**src/rtl/sync_decoder.sv**
```systemverilog
// -----------------------------------------------------------------------------
// sync_decoder
// Recovers display timing from free-running VGA-style HS/VS inputs.
// Line and frame counters restart on the rising edge of each sync, the
// measured line/frame lengths are published, and a small FSM declares lock
// once a complete frame matches the expected geometry. Loss of lock produces
// a single-cycle SYNC_ERR pulse.
// -----------------------------------------------------------------------------
module sync_decoder #(
  parameter logic [9:0] htotal   = 10'd800,
  parameter logic [9:0] hstart   = 10'd144,
  parameter logic [9:0] hdisplay = 10'd640,
  parameter logic [9:0] vtotal   = 10'd525,
  parameter logic [9:0] vstart   = 10'd35,
  parameter logic [9:0] vdisplay = 10'd480
) (
  input  logic       CLK,
  input  logic       RST_N,
  input  logic       VGA_HS,
  input  logic       VGA_VS,
  output logic [9:0] HCOUNT,
  output logic [9:0] VCOUNT,
  output logic       DE,
  output logic       LOCKED,
  output logic       SYNC_ERR,
  output logic [9:0] HTOTAL,
  output logic [9:0] VTOTAL
);

  typedef enum logic [1:0] {
    ST_SEARCH  = 2'd0,
    ST_MEASURE = 2'd1,
    ST_LOCKED  = 2'd2
  } state_t;

  // End of the active window, one bit wider so hstart+hdisplay cannot wrap.
  localparam logic [10:0] HEND = {1'b0, hstart} + {1'b0, hdisplay};
  localparam logic [10:0] VEND = {1'b0, vstart} + {1'b0, vdisplay};
  localparam logic [9:0]  CNT_MAX = 10'd1023;

  state_t     r_state;
  logic       r_hs_q;
  logic       r_vs_q;
  logic [9:0] r_lcnt;
  logic [9:0] r_vcnt;
  logic [9:0] r_htotal;
  logic [9:0] r_vtotal;
  logic       r_ferr;
  logic       r_sync_err;

  logic       w_hrise;
  logic       w_vrise;
  logic [9:0] w_lcnt_inc;
  logic [9:0] w_vcnt_inc;
  logic       w_lcnt_sat;
  logic       w_vcnt_sat;
  logic       w_line_err;
  logic       w_frame_bad;
  logic       w_h_active;
  logic       w_v_active;
  logic       w_locked;

  // A wide sync pulse yields only one edge; a stuck-high sync yields none.
  assign w_hrise = VGA_HS & ~r_hs_q;
  assign w_vrise = VGA_VS & ~r_vs_q;

  assign w_lcnt_inc = r_lcnt + 10'd1;
  assign w_vcnt_inc = r_vcnt + 10'd1;
  assign w_lcnt_sat = (r_lcnt == CNT_MAX);
  assign w_vcnt_sat = (r_vcnt == CNT_MAX);

  // A line is bad if it ended with the wrong length or never ended at all.
  assign w_line_err  = (w_hrise & (w_lcnt_inc != htotal)) | w_lcnt_sat;
  assign w_frame_bad = w_vrise & (w_vcnt_inc != vtotal);

  assign w_h_active = (r_lcnt >= hstart) && ({1'b0, r_lcnt} < HEND);
  assign w_v_active = (r_vcnt >= vstart) && ({1'b0, r_vcnt} < VEND);
  assign w_locked   = (r_state == ST_LOCKED);

  assign HCOUNT   = r_lcnt - hstart;
  assign VCOUNT   = r_vcnt - vstart;
  assign DE       = w_locked & w_h_active & w_v_active;
  assign LOCKED   = w_locked;
  assign SYNC_ERR = r_sync_err;
  assign HTOTAL   = r_htotal;
  assign VTOTAL   = r_vtotal;

  // Delayed copies of the sync inputs for edge detection.
  always_ff @(posedge CLK or negedge RST_N) begin
    if (!RST_N) begin
      r_hs_q <= 1'b0;
      r_vs_q <= 1'b0;
    end else begin
      r_hs_q <= VGA_HS;
      r_vs_q <= VGA_VS;
    end
  end

  // Line counter: restarts on HS edge, captures line length, saturates.
  always_ff @(posedge CLK or negedge RST_N) begin
    if (!RST_N) begin
      r_lcnt   <= 10'd0;
      r_htotal <= 10'd0;
    end else if (w_hrise) begin
      r_lcnt   <= 10'd0;
      r_htotal <= w_lcnt_inc;
    end else if (!w_lcnt_sat) begin
      r_lcnt   <= w_lcnt_inc;
    end else begin
      r_lcnt   <= r_lcnt;
    end
  end

  // Frame counter: restarts on VS edge (wins over HS), counts lines, saturates.
  always_ff @(posedge CLK or negedge RST_N) begin
    if (!RST_N) begin
      r_vcnt   <= 10'd0;
      r_vtotal <= 10'd0;
    end else if (w_vrise) begin
      r_vcnt   <= 10'd0;
      r_vtotal <= w_vcnt_inc;
    end else if (w_hrise && !w_vcnt_sat) begin
      r_vcnt   <= w_vcnt_inc;
    end else begin
      r_vcnt   <= r_vcnt;
    end
  end

  // Lock FSM with frame-error flag and one-cycle loss-of-lock pulse.
  always_ff @(posedge CLK or negedge RST_N) begin
    if (!RST_N) begin
      r_state    <= ST_SEARCH;
      r_ferr     <= 1'b0;
      r_sync_err <= 1'b0;
    end else begin
      r_sync_err <= 1'b0;
      case (r_state)
        ST_SEARCH: begin
          if (w_vrise) begin
            r_state <= ST_MEASURE;
            r_ferr  <= 1'b0;
          end
        end
        ST_MEASURE: begin
          if (w_vrise) begin
            // The line closing this frame counts toward the frame as well.
            if (!r_ferr && !w_line_err && !w_frame_bad) begin
              r_state <= ST_LOCKED;
            end
            r_ferr <= 1'b0;
          end else if (w_line_err) begin
            r_ferr <= 1'b1;
          end
        end
        ST_LOCKED: begin
          if (w_line_err || w_frame_bad) begin
            r_state    <= ST_SEARCH;
            r_ferr     <= w_line_err;
            r_sync_err <= 1'b1;
          end
        end
        default: begin
          r_state <= ST_SEARCH;
          r_ferr  <= 1'b0;
        end
      endcase
    end
  end

endmodule

```
**config.mk**
```make
export PLATFORM = sky130hd
export DESIGN_NAME = sync_decoder
export DESIGN_NICKNAME = d
export VERILOG_FILES = /design/src/rtl/sync_decoder.sv
export SDC_FILE = /design/constraint.sdc
export NUM_CORES = 1
export LEC_CHECK = 0
export BUFFER_PORTS_ARGS = -buffer_cell sky130_fd_sc_hd__buf_2
export CORE_MARGIN = 10
export CORE_UTILIZATION = 60
export DETAILED_ROUTE_END_ITERATION = 8
export MAX_ROUTING_LAYER = met4
export PLACE_DENSITY = 0.88
export SYNTH_ARGS = -nofsm -noshare
export SYNTH_HDL_FRONTEND = slang
export SYNTH_SLANG_ARGS = --single-unit
```
**constraint.sdc**
```tcl
create_clock -name CLK -period 6.2 [get_ports CLK]
set_clock_uncertainty 0.1 [all_clocks]
set_input_delay 0.31 -clock CLK [delete_from_list [all_inputs] [get_ports CLK]]
set_output_delay 0.31 -clock CLK [all_outputs]
set_load 0.02 [all_outputs]
```
=== Yosys cells after proc, flatten, opt, wreduce, memory -nomap -nowiden ===
Index checks and enable logic that the tools add are counted.

* Bits in registers: 46
* Bits of input ports: 4
* Output and inout port bits: 43
* Word-level logic and storage cells: 68

* Add/sub/neg operators: 4
* Order comparisons: 4
* Equal/unequal tests: 12
* Mux-type cells: 16
* Bitwise gates (word level): 9
* Reduce and logical (&&, ||, !) cells: 14

{| class="wikitable"
|+ Operators with widths
! kind !! count
|-
| 2-to-1 mux 10 bit || 4
|-
| adder 10 x 1 -> 10 bit, second input constant || 2
|-
| equality test 10 bit, second input constant || 2
|-
| < comparator 10 bit, second input constant || 2
|-
| != test 10 bit, second input constant || 2
|-
| >= comparator 10 x 6 -> 1 bit, second input constant || 1
|-
| >= comparator 10 x 8 -> 1 bit, second input constant || 1
|-
| subtractor 10 x 6 -> 10 bit, second input constant || 1
|-
| subtractor 10 x 8 -> 10 bit, second input constant || 1
|-
| 2-to-1 mux 2 bit || 4
|-
| != test 2 bit, second input constant || 4
|-
| bitwise AND 1 bit || 6
|-
| 2-to-1 mux 1 bit || 6
|-
| one-hot mux 2 bit (3 select lines) || 1
|-
| logical AND 1 bit || 5
|-
| zero test 1 bit || 4
|-
| AND reduction 4 bit || 1
|-
| != test 3 bit, second input constant || 1
|-
| one-hot mux 1 bit (3 select lines) || 1
|-
| AND reduction 3 bit || 1
|-
| equality test 2 x 1 -> 1 bit, second input constant || 1
|-
| equality test 2 bit, second input constant || 1
|-
| zero test 2 bit || 1
|-
| != test 2 x 1 -> 1 bit, second input constant || 1
|-
| 4 further kinds || 5
|}

=== Logic depth before layout (Yosys ltp) ===
* Word-level depth: 10
* Mapped depth: 8
* Mapped depth without buffers: 7

=== Least setup slack after synthesis ===
Ideal clock, no wire load.

* Path kind: register to output
* Start: register r_vcnt[1]
* End: output DE
* Arrival time: 1.915 ns
* Data required time: 5.790 ns
* Path slack: 3.875 ns
* Cell stages (with the launch flop): 7
* Path buffers: 1
* Cell sequence: dfrtp_1 > ha_1 > clkbuf_1 > or4_1 > nor4bb_1 > nor2_1 > nor2_1

* Longest elaborated chain between the ends: 3
* Elaborated cells on any way between the ends: 4
* Those cells by class: order compare (2); bitwise (1); reduce/logical (1)

{| class="wikitable"
|+ RTL lines
! what !! line !! text
|-
| start, declared || 45 || <nowiki>logic [9:0] r_vcnt;</nowiki>
|-
| start signal, assigned || 123 || <nowiki>r_vcnt <= w_vcnt_inc;</nowiki>
|-
| start signal, assigned || 125 || <nowiki>r_vcnt <= r_vcnt;</nowiki>
|-
| >= comparator 10 x 6 -> 1 bit or < comparator 10 bit (tied branches) || 77 || <nowiki>assign w_v_active = (r_vcnt >= vstart) && ({1'b0, r_vcnt} < VEND);</nowiki>
|-
| logical AND 1 bit * || 77 ||
|-
| bitwise AND 1 bit * || 82 || <nowiki>assign DE = w_locked & w_h_active & w_v_active;</nowiki>
|-
| end, declared || 23 || <nowiki>output logic DE,</nowiki>
|}

Every way passes the cells marked *; elsewhere a longest branch is shown, timed or not.

=== Final worst setup path ===
* Start: register r_vcnt[0]
* End: output DE

Same word-level chain as after synthesis.

==> implementation parameters <==
Parameter                              Value

Clocking
  Insertion delay to the later sink of the worst-skew pair ... 0.30 ns
  Post-CTS repair timing setup buffer count ... 0
  CTS root buffer ... sky130_fd_sc_hd__clkbuf_8
  Number of gates given a new drive strength after cts ... 0
  Bufs on Longest Clock Path ... 2
  Number of hold buffers added after cts ... 0
  Count of clock tree sinks ... 46
  TritonCTS clock tree ... yes
  Clock transition at the registers of the reported paths ... 0.09 ns
  Num CTS Buffers ... 5
  Htree depth ... 2

Layout
  Share of cells above drive strength 1 ... 20.48%
  Synth-to-layout area growth ... 6.413%
  Net count of the finished layout ... roughly 350
  Antenna diode count ... 0
  Filler cell count in the final layout ... 367

Synth
  Net count after synthesis ... 322
  Synthesis-stage register bit count ... 46
  Warnings, synthesis ... 0
  Number of flops mapped to enable cells by yosys ... 0
  Top_reg_cell synth ... sky130_fd_sc_hd__dfrtp_1
  Syn Area/Cell ... 9.185 um2
  Synth top area cells ... sky130_fd_sc_hd__dfrtp_1, sky130_fd_sc_hd__nand2_1, sky130_fd_sc_hd__xor2_1
  Asr flop ratio synth ... 100.0%
  Mapped Area ... 0.002829 mm2
  Cell accounting for the most synthesized area ... sky130_fd_sc_hd__dfrtp_1
  Share of the synthesized area in the top cell type ... 40.69%
  Distinct cells, synth ... 54
  Sequential-to-total area share from yosys stat ... 40.69%
  Post-Syn Instances ... 308

Worst setup path
  Required time at the worst-slack endpoint ... 5.79 ns
  Capturing element type of the critical path ... output pin
  Worst-path maximum fanout ... 9
  Most repeated library cell on the critical path ... sky130_fd_sc_hd__nor2_1
  Critical path launch point type ... register
  Worst-path cell with the longest stage delay ... sky130_fd_sc_hd__or4_1
  Count of buffer and inverter cells on the critical path ... 1
  Worst stage delay on the critical path ... 0.55 ns
  Worst path cell trace ... ha_1 > or4_1 > nor4bb_1 > nor2_1 > nor2_1 > buf_2
  CP top delay family ... simple AND/OR/NAND/NOR gates
  Data arrival time at the worst-slack endpoint ... 2.36 ns
  Class of the most critical setup path ... reg2out

STA
  Number of setup violations in the final report ... 0
  Post-layout minimum cycle time ... 2.775 ns
  RSZ-0062 raised after global routing ... false
  TNS Setup ... 0 ns
  Headroom to the max-slew limit ... 33.21%
  Number of failing hold endpoints at the final stage ... 0
  Highest achievable clock rate ... 0.3604 GHz
  Final slew viol count ... 0
  Post-route clock period utilization ... between 40% and 50%
  Slew at the pin closest to its max-slew limit ... 1.002 ns

GRT
  Met1 usage ... 21.20%
  Overall overflow remaining after global route ... 0
  First-pass GRT wire length ... ~10000 um
  Total global-route track usage ... between 10% and 20%
  Number of antenna violations at the first check in global routing ... 0
  Met2 capacity usage during global routing ... about a quarter
  GR Layer Usage met3 ... under 10%
  Global routing's busiest layer ... met2
  Maximum number of pins on one net before global-route repair ... between 40 and 50
  Number of global-route vias before repair ... approximately 2100

Routing
  Initial detailed-routing violation count ... between 200 and 250
  Vias post-DR ... 2209
  Final Routed Wirelength ... 5912 um
  Avg WL per Cell ... 15.40 um
  Initial DRT Pass Iterations ... 4
  DRC violation count after routing ... 0
  Antenna-violating nets left ... 0
  Drt via density ... 5.753

Place
  Hpwl dp ... around 4300 um
  Weighted congestion reported at the end of routability-driven placement ... 0.9334
  Port bufs ... 46

Floorplanning
  Total die area ... slightly below 0.008 mm2
  Area inside the core boundary ... 0.004474 mm2
  Die H ... between 80 and 90 um
  Count of boundary I/O pins ... 47
  Initial Util ... a little over three fifths
  Width of the chip ... 88.67 um
  Std-Cell Rows ... 24

Worst hold path
  Hold Path Class ... in2reg

Pwr
  Overall Power ... 0.7780 mW
  Pleak ... 1.380 nW
  Power Density ... 258.4 mW/mm2
  VDD IR-drop max ... roughly 200 uV

Job
  Max Cap Violations ... 0

Status
  Status ... complete, no violations
## placed cells by master, fill, tap and decap left out, types with 2 or more instances in the layout
cell,netlist,layout
sky130_fd_sc_hd__a2111oi_0,2,2
sky130_fd_sc_hd__a21oi_1,21,21
sky130_fd_sc_hd__a311o_1,2,2
sky130_fd_sc_hd__and2b_2,2,2
sky130_fd_sc_hd__and3_1,5,5
sky130_fd_sc_hd__and4_1,2,2
sky130_fd_sc_hd__and4_2,2,2
sky130_fd_sc_hd__buf_2,3,46
sky130_fd_sc_hd__clkbuf_8,2,5
sky130_fd_sc_hd__dfrtp_1,46,46
sky130_fd_sc_hd__ha_1,10,10
sky130_fd_sc_hd__inv_1,10,10
sky130_fd_sc_hd__mux2i_1,2,2
sky130_fd_sc_hd__nand2_1,43,43
sky130_fd_sc_hd__nand2b_1,2,2
sky130_fd_sc_hd__nand3_1,7,7
sky130_fd_sc_hd__nand4_1,3,3
sky130_fd_sc_hd__nor2_1,19,19
sky130_fd_sc_hd__nor2b_1,6,6
sky130_fd_sc_hd__nor3_1,3,3
sky130_fd_sc_hd__o21a_1,3,3
sky130_fd_sc_hd__o21ai_0,25,25
sky130_fd_sc_hd__or3_1,5,5
sky130_fd_sc_hd__xnor2_1,16,16
sky130_fd_sc_hd__xor2_1,18,18
## per-stage QoR
step           util, %  hold slack (ns)  cells  worst slack (ns)  cell area (um2)
2_1_floorplan        -         -0.08559    308             3.875             2829
3_3_place_gp     65.27           0.3351    376             3.788             2920
3_5_place_dp     65.27           0.3450    376             3.639             2920
4_1_cts          67.28          0.02248    384             3.411             3010
5_1_grt          67.28          0.02750    384             3.244             3010
6_report         67.28          0.02873    384             3.425             3010
## flip-flops by register name, summed over array words and instances, names as in the netlist
name / count
r_vs_q: 1
r_state: 2
r_vcnt: 10
HTOTAL: 10
r_lcnt: 10
VTOTAL: 10
r_ferr: 1
SYNC_ERR: 1
r_hs_q: 1
## area by class of cell
| type | instances | area (um2) | share of cell area [%] |
|---|---|---|---|
| sequential | 46 | 1151 | 38.24 |
| inverter | 10 | 37.54 | 1.247 |
| tap | 52 | 65.06 | 2.161 |
| multi-input combinational | 221 | 1429 | 47.46 |
| clock inverter | 3 | 21.27 | 0.7066 |
| clock buffer | 5 | 68.82 | 2.286 |
| timing repair buffer | 47 | 237.7 | 7.897 |
## final timing paths
path,to,slack [ns],start,depth (start not counted)
min in group asynchronous,HTOTAL[1],0.07,RST_N,1
min reg2reg,VTOTAL[4],0.38,VTOTAL[4],2
min,r_hs_q,0.03,VGA_HS,1
max reg2reg,r_ferr,3.60,r_lcnt[0],7
max in group asynchronous,r_vcnt[9],5.31,RST_N,1
max,DE,3.43,r_vcnt[0],6
## worst reg2reg max path, stage by stage, from the launching register on
cell	delay, ns
sky130_fd_sc_hd__dfrtp_1	0.50
sky130_fd_sc_hd__ha_1	0.25
sky130_fd_sc_hd__and3_1	0.26
sky130_fd_sc_hd__and4_2	0.31
sky130_fd_sc_hd__nand3_1	0.37
sky130_fd_sc_hd__o21ai_2	0.27
sky130_fd_sc_hd__a21oi_2	0.08
sky130_fd_sc_hd__a311o_1	0.35
## power by group
| part | internal [mW] | switching, mW | total [mW] |
|---|---|---|---|
| Combinational | 0.0815 | 0.139 | 0.221 |
| Clock | 0.0793 | 0.107 | 0.186 |
| Sequential | 0.333 | 0.0380 | 0.371 |
| Total | 0.494 | 0.284 | 0.778 |
## routing by layer
| metal | share of wire [%] | vias up |
|---|---|---|
| met1 | 44 | 1038 |
| met4 | 0.76 | 0 |
| met3 | 6.7 | 4 |
| met2 | 48 | 76 |
| met5 | 0 | - |
| li1 | - | 1091 |
## logic make-up (layout without fill, tap and decap cells)
family / Yosys count / count (layout) / synth area share [%]
AO/OA/AOI/OAI: 67 / 67 / 15.35
XOR/XNOR: 34 / 34 / 10.53
adder cells (fa/ha/maj): 10 / 10 / 4.423
buffers and inverters: 41 / 65 / 8.801
flip-flops: 46 / 46 / 40.69
multiplexers: 2 / 2 / 0.7077
AND/OR/NAND/NOR: 108 / 108 / 19.51
## synth_stat cells (all sizes together) (2+ instances only)
| library cell | n |
|---|---|
| nand3 | 8 |
| xnor2 | 16 |
| buf | 13 |
| a311o | 2 |
| a2111oi | 3 |
| nand2 | 43 |
| mux2i | 2 |
| clkbuf | 17 |
| and2b | 2 |
| and3 | 5 |
| inv | 10 |
| ha | 10 |
| nor3 | 3 |
| o21ai | 26 |
| nand2b | 2 |
| nor2 | 19 |
| xor2 | 18 |
| and4 | 5 |
| nor2b | 6 |
| a21oi | 22 |
| or3 | 6 |
| dfrtp | 46 |
| nand4 | 3 |
| o21a | 3 |
Note: power is estimated with default switching activity, not from simulation.
